`src/rtl/forward_scoreboard.sv`:
```
// ---------------------------------------------------------------------------
// forward_scoreboard
//
// Tracks the destination tags of the instructions in flight in the EX, MEM,
// WB, ... stages. From these tags it produces two results for the instruction
// in ID:
//   - a registered operand-select for each source, which EX uses on the
//     following cycle, and
//   - a combinational load-use stall request, raised when a source depends
//     on a load whose data is not yet forwardable.
//
// Parameters
//   REG_AW      GPR index width
//   DEPTH       number of tracked stages (2..7), entry k = stage k
//   LOAD_STAGE  first stage index whose load data is forwardable
//               (1..DEPTH-1)
//   SELW        select width, clog2(DEPTH+1)
//
// Ports
//   clk                          rising-edge clock
//   rst                          synchronous, active-low reset
//   idValid_i/idRegWrite_i/idIsLoad_i
//                                ID instruction qualifiers
//   idDstSpec_i/idDstId_i        ID destination (spec 0 = GPR, 1..3 = T/SP/IH)
//   srcAUse_i/srcASpec_i/srcAId_i  source A operand
//   srcBUse_i/srcBSpec_i/srcBId_i  source B operand
//   hold_i                       global freeze (highest priority)
//   flush_i                      kill the ID instruction
//   loadStall_o                  combinational load-use stall request
//   forwardA_o/forwardB_o        EX select: 0 = register file,
//                                k = stage k-1 pipeline register
//   stallCount_o                 saturating count of stall cycles
//                                (only with FWD_STALL_CNT_EN)
//
// Optional feature: define FWD_STALL_CNT_EN to add stallCount_o.
// ---------------------------------------------------------------------------
module forward_scoreboard #(
  parameter int REG_AW     = 3,
  parameter int DEPTH      = 3,
  parameter int LOAD_STAGE = 1,
  parameter int SELW       = $clog2(DEPTH + 1)
) (
  input  logic              clk,
  input  logic              rst,
  input  logic              idValid_i,
  input  logic              idRegWrite_i,
  input  logic              idIsLoad_i,
  input  logic [1:0]        idDstSpec_i,
  input  logic [REG_AW-1:0] idDstId_i,
  input  logic              srcAUse_i,
  input  logic [1:0]        srcASpec_i,
  input  logic [REG_AW-1:0] srcAId_i,
  input  logic              srcBUse_i,
  input  logic [1:0]        srcBSpec_i,
  input  logic [REG_AW-1:0] srcBId_i,
  input  logic              hold_i,
  input  logic              flush_i,
  output logic              loadStall_o,
`ifdef FWD_STALL_CNT_EN
  output logic [15:0]       stallCount_o,
`endif
  output logic [SELW-1:0]   forwardA_o,
  output logic [SELW-1:0]   forwardB_o
);

  typedef struct packed {
    logic              valid;
    logic              reg_write;
    logic              is_load;
    logic [1:0]        spec;
    logic [REG_AW-1:0] id;
  } tag_t;

  tag_t            tags [DEPTH];
  logic [SELW-1:0] sel_a, sel_b;
  logic            haz_a, haz_b;
  logic            issue;

  // Walk from oldest to youngest so the youngest match is the last writer.
  // Special-register classes compare on spec alone; GPRs also need the id.
  always_comb begin
    // NOTE: every output of this block is defaulted first so no latch forms.
    sel_a = '0;
    sel_b = '0;
    haz_a = 1'b0;
    haz_b = 1'b0;
    for (int k = DEPTH - 1; k >= 0; k--) begin
      if (srcAUse_i && tags[k].valid && tags[k].reg_write &&
          tags[k].spec == srcASpec_i &&
          (srcASpec_i != 2'd0 || tags[k].id == srcAId_i)) begin
        sel_a = SELW'(k + 1);
        haz_a = tags[k].is_load && (k < LOAD_STAGE);
      end
      if (srcBUse_i && tags[k].valid && tags[k].reg_write &&
          tags[k].spec == srcBSpec_i &&
          (srcBSpec_i != 2'd0 || tags[k].id == srcBId_i)) begin
        sel_b = SELW'(k + 1);
        haz_b = tags[k].is_load && (k < LOAD_STAGE);
      end
    end
  end

  assign loadStall_o = idValid_i && !flush_i && (haz_a || haz_b);
  assign issue       = idValid_i && !flush_i && !loadStall_o;

  always_ff @(posedge clk) begin
    if (!rst) begin
      // NOTE: only the valid bits are cleared; the other tag fields are
      // don't-care while invalid, so they carry no reset.
      for (int k = 0; k < DEPTH; k++) tags[k].valid <= 1'b0;
      forwardA_o <= '0;
      forwardB_o <= '0;
    end else if (!hold_i) begin
      for (int k = 1; k < DEPTH; k++) tags[k] <= tags[k-1];
      if (issue) begin
        tags[0]    <= '{valid: 1'b1, reg_write: idRegWrite_i,
                        is_load: idIsLoad_i, spec: idDstSpec_i, id: idDstId_i};
        forwardA_o <= sel_a;
        forwardB_o <= sel_b;
      end else begin
        // Bubble: a stalled or flushed ID instruction leaves EX empty.
        tags[0].valid <= 1'b0;
        forwardA_o    <= '0;
        forwardB_o    <= '0;
      end
    end
  end

`ifdef FWD_STALL_CNT_EN
  logic [15:0] stall_cnt;

  always_ff @(posedge clk) begin
    if (!rst) begin
      stall_cnt <= '0;
    end else if (!hold_i && loadStall_o && stall_cnt != 16'hFFFF) begin
      stall_cnt <= stall_cnt + 16'd1;
    end
  end

  assign stallCount_o = stall_cnt;
`endif

endmodule

```
`config.mk`:
```
export PLATFORM = sky130hd
export DESIGN_NAME = forward_scoreboard
export DESIGN_NICKNAME = d
export VERILOG_FILES = /design/src/rtl/forward_scoreboard.sv
export SDC_FILE = /design/constraint.sdc
export NUM_CORES = 1
export LEC_CHECK = 0
export CORE_MARGIN = 2
export CORE_UTILIZATION = 45
export DETAILED_ROUTE_END_ITERATION = 7
export PLACE_DENSITY = 0.73
export SYNTH_ARGS = -nofsm -noshare
export SYNTH_HDL_FRONTEND = slang
export SYNTH_SLANG_ARGS = --single-unit
```
`constraint.sdc`:
```
create_clock -name clk -period 2.2 [get_ports clk]
set_input_delay 0.22 -clock clk [delete_from_list [all_inputs] [get_ports clk]]
set_output_delay 0.22 -clock clk [all_outputs]
set_load 0.05 [all_outputs]
```
==> run summary <==
The run finished, with violations left. The checks that failed: negative setup slack. For this run, the top clock speed supported by timing is around 0.45 GHz. The total number of clock tree sinks came out at 26. The largest clock skew in the final design is 5.78 ps. The worst IR drop on VDD came out at between 300 and 400 uV. Dividing total power by cell area gives a power density of 471 mW/mm^2. The count of endpoints failing hold in the final timing report was 0. The die area came out at 0.00392 sq mm. The fraction of synthesis flops using an asynchronous set or reset pin is 0%.

The post-CTS clock slew at the launch and capture registers of the worst setup and hold paths is 140 ps. The leftover overflow at the end of global routing is 0. The combinational cell fraction of total power came out at 15.4%. The placeable core region is between 0.003 and 0.004 sq mm. The number of clock buffers added by TritonCTS is 3. The number of buffers on the longest clock path came out at 2. The proportion of synthesized chip area in sequential cells is between 40% and 50%. The first routing iteration left between 90 and 100 violations.

The first-pass GRT wire length came out at 5680 um. After detailed routing, the average wire length per cell comes to ~17 um. The worst setup path is launched from a flop.

Across every metal layer, demand over resource in global routing totals 18.5%. Compared with the post-synthesis result, the final layout area differs by 27.2%. The internal portion of the total power is roughly 700 uW. The share of the synthesized area in the top cell type came out at between 40 and 50%. The number of nets in the synthesized netlist is 161. For this run, the leading register cell type out of synthesis is sky130_fd_sc_hd__edfxtp_1. On the final layout, the worst hold slack is 513 ps.

In this run the power spent charging and discharging nets is ~230 uW. Ranked by instance count, the synthesized netlist is headed by 22 x sky130_fd_sc_hd__and2_1, 22 x sky130_fd_sc_hd__edfxtp_1, 14 x sky130_fd_sc_hd__xnor2_1. The via count came out at 1,259. TritonCTS built the clock tree. The flip-flop and latch count after synthesis is 26.

The total routed wirelength is between 3000 and 4000 um. The count of antenna-violating nets left after detailed routing is 0. The final-report max-slew violation count is 0. Of all nets on the critical path, the largest fanout is 4. For this run, design rule violations remaining after detail routing come to 0. CTS built an H-tree with a depth of 1. In this run the most critical hold path is launched from forwardB_o[0].

The congestion estimate from routability-driven global placement came to 0.844. The count of hold buffers inserted by post-cts repair came out at 0. The final worst-path setup slack came out at -10.5 ps. A synthesized cell averages 11.3 sq um. The via density per instance is between 5 and 6.

From bottom edge to top edge, the die measures 62.6 um. The type of the setup path with the least slack is reg2out. The required time of the worst setup path came out at slightly below 2000 ps.

The horizontal die dimension came out at 62.6 um. In this run the count of I/O pins placed on the die edge is 29. Counting every instance in the synthesized netlist gives 137.

The synthesized netlist occupies a cell area of 0.00155 sq mm. The number of detailed-route iterations in the first pass is 4. The number of nets at the end of the flow came out at 197.

The reported leakage power came out at 0.672 nW. The layout cell share with drive strength beyond 1 is 12.2%. The final period demand of the worst path is roughly 2200 ps. The data arrival time of the worst path came out at around 2000 ps. The via count of the first global-routing pass came out at between 1,000 and 1,500. The worst register-to-register path begins at tags[0][3]. The clock root buffer is sky130_fd_sc_hd__clkbuf_4.

The relative slew slack came out at 65.0%. Setup repair after global routing could not meet its margin everywhere. The sequential power share came out at 61.0%. The number of warnings issued by yosys is 0. Summed over all instances, the cell type with the most area after synthesis is sky130_fd_sc_hd__edfxtp_1.

In this run, synthesis inferred 22 flip-flops with an integrated enable. Of the total power, the clock network draws 23.5%. The number of antenna violations at the first check in global routing came out at 0. For this configuration, the core starts out at a cell density of 46.7%. The largest net degree at the start of global routing is 34.

In this run the worst hold path is classified as reg2reg. At the pin with the least slew margin, the transition time is about 520 ps. The number of failing setup endpoints in the final timing report came out at 1. The initialized floorplan defines 21 standard-cell rows.

The count of buffers added on input and output ports is 28. The fraction of power spent switching nets came out at around a quarter. The clock reaches the later pin of the worst-skew pair after 330 ps. Detailed placement ended at an HPWL of 2780 um. Yosys mapped the design onto 33 distinct sky130hd cell types. Timing analysis after detailed placement gives a worst setup slack of 19.0 ps. The worst path uses 100% of the clock period. The critical path starts at tags[0][3]. The worst setup path is captured at an output pin. Sorting the synthesized cells by area gives the leading types as sky130_fd_sc_hd__edfxtp_1 43%, sky130_fd_sc_hd__and2_1 8.9%, sky130_fd_sc_hd__xnor2_1 7.9%, sky130_fd_sc_hd__dfxtp_1 5.2%, sky130_fd_sc_hd__xor2_1 3.4%.

The antenna diode count is 0. The tool flagged a number of max-cap violations equal to 0.
## registers in the layout, summed over array words and instances, names as in the netlist
register / count
forwardA_o: 2
forwardB_o: 2
tags: 22
## stage by stage
step,cell area (sq um),cells,total power [mW],TNS (ps),utilization (%)
2_1_floorplan,1550,137,0.643,0,-
3_3_place_gp,1910,213,0.709,0,57.7
3_5_place_dp,1910,213,0.715,0,57.7
4_1_cts,1950,218,0.925,0,59.0
5_1_grt,1970,218,0.960,-64.7,59.4
6_report,1970,218,0.925,-10.5,59.4
## power groups by stage
stage	Sequential (mW)	Combinational, mW	Clock [mW]
2_1_floorplan	0.571	0.0718	0
5_1_grt	0.567	0.153	0.240
4_1_cts	0.564	0.141	0.219
3_5_place_dp	0.576	0.139	0
6_report	0.565	0.143	0.218
3_3_place_gp	0.575	0.134	0
## layer usage
| metal | GRT usage, % | share of wire [%] |
|---|---|---|
| met5 | 0 | 0 |
| met4 | 8.06 | 1.8 |
| met3 | 3.78 | 4.5 |
| met2 | 33.1 | 51 |
| met1 | 21.3 | 42 |
## area by class of cell
type,instances,area (sq um)
Clock buffer,4,26.3
Tap cell,46,57.6
Timing Repair Buffer,37,358
Multi-Input combinational cell,101,768
Sequential cell,26,741
Fill cell,315,1350
Inverter,4,15.0
## worst max-delay path, cell delays in order, from the launching register on
cell and delay (ps):
sky130_fd_sc_hd__edfxtp_1 480, sky130_fd_sc_hd__buf_4 190, sky130_fd_sc_hd__nor2b_1 210, sky130_fd_sc_hd__a32oi_1 140, sky130_fd_sc_hd__a21oi_2 260, sky130_fd_sc_hd__o211a_1 240, sky130_fd_sc_hd__buf_12 140
## final timing paths
path | slack, ps | cells past startpoint | end
worst max register to register | 330 | 7 | forwardB_o[1]
worst min-delay path | 510 | 1 | forwardB_o[0]
worst min register to register | 510 | 1 | forwardB_o[0]
worst max-delay path | -10 | 6 | loadStall_o
## timing repair
item,4_1_cts,5_1_grt
setup buffers,1,0
endpoints found under the hold margin,0,0
cloned,0,0
resized for setup,2,2
pin swaps,1,1
endpoints found under the setup margin,1,1
## logic make-up after synthesis
| kind of cell | count (synthesis) | synth area share, % |
|---|---|---|
| AND/OR/NAND/NOR | 60 | 26.6 |
| buffers and inverters | 10 | 3.89 |
| XOR/XNOR | 20 | 11.3 |
| AO/OA/AOI/OAI | 21 | 10.3 |
| flip-flops | 26 | 47.9 |
## layout by cell type, fill, tap and decap left out, drive strengths merged, types with 3 or more instances in the layout
master / n
nand4: 8
buf: 10
clkdlybuf4s50: 27
a22o: 3
xor2: 6
xnor2: 14
and2: 22
a21oi: 5
dfxtp: 4
edfxtp: 22
nor4: 7
nand3: 5
inv: 4
clkbuf: 4
nor2b: 5
Power figures use the tool's default switching activity.
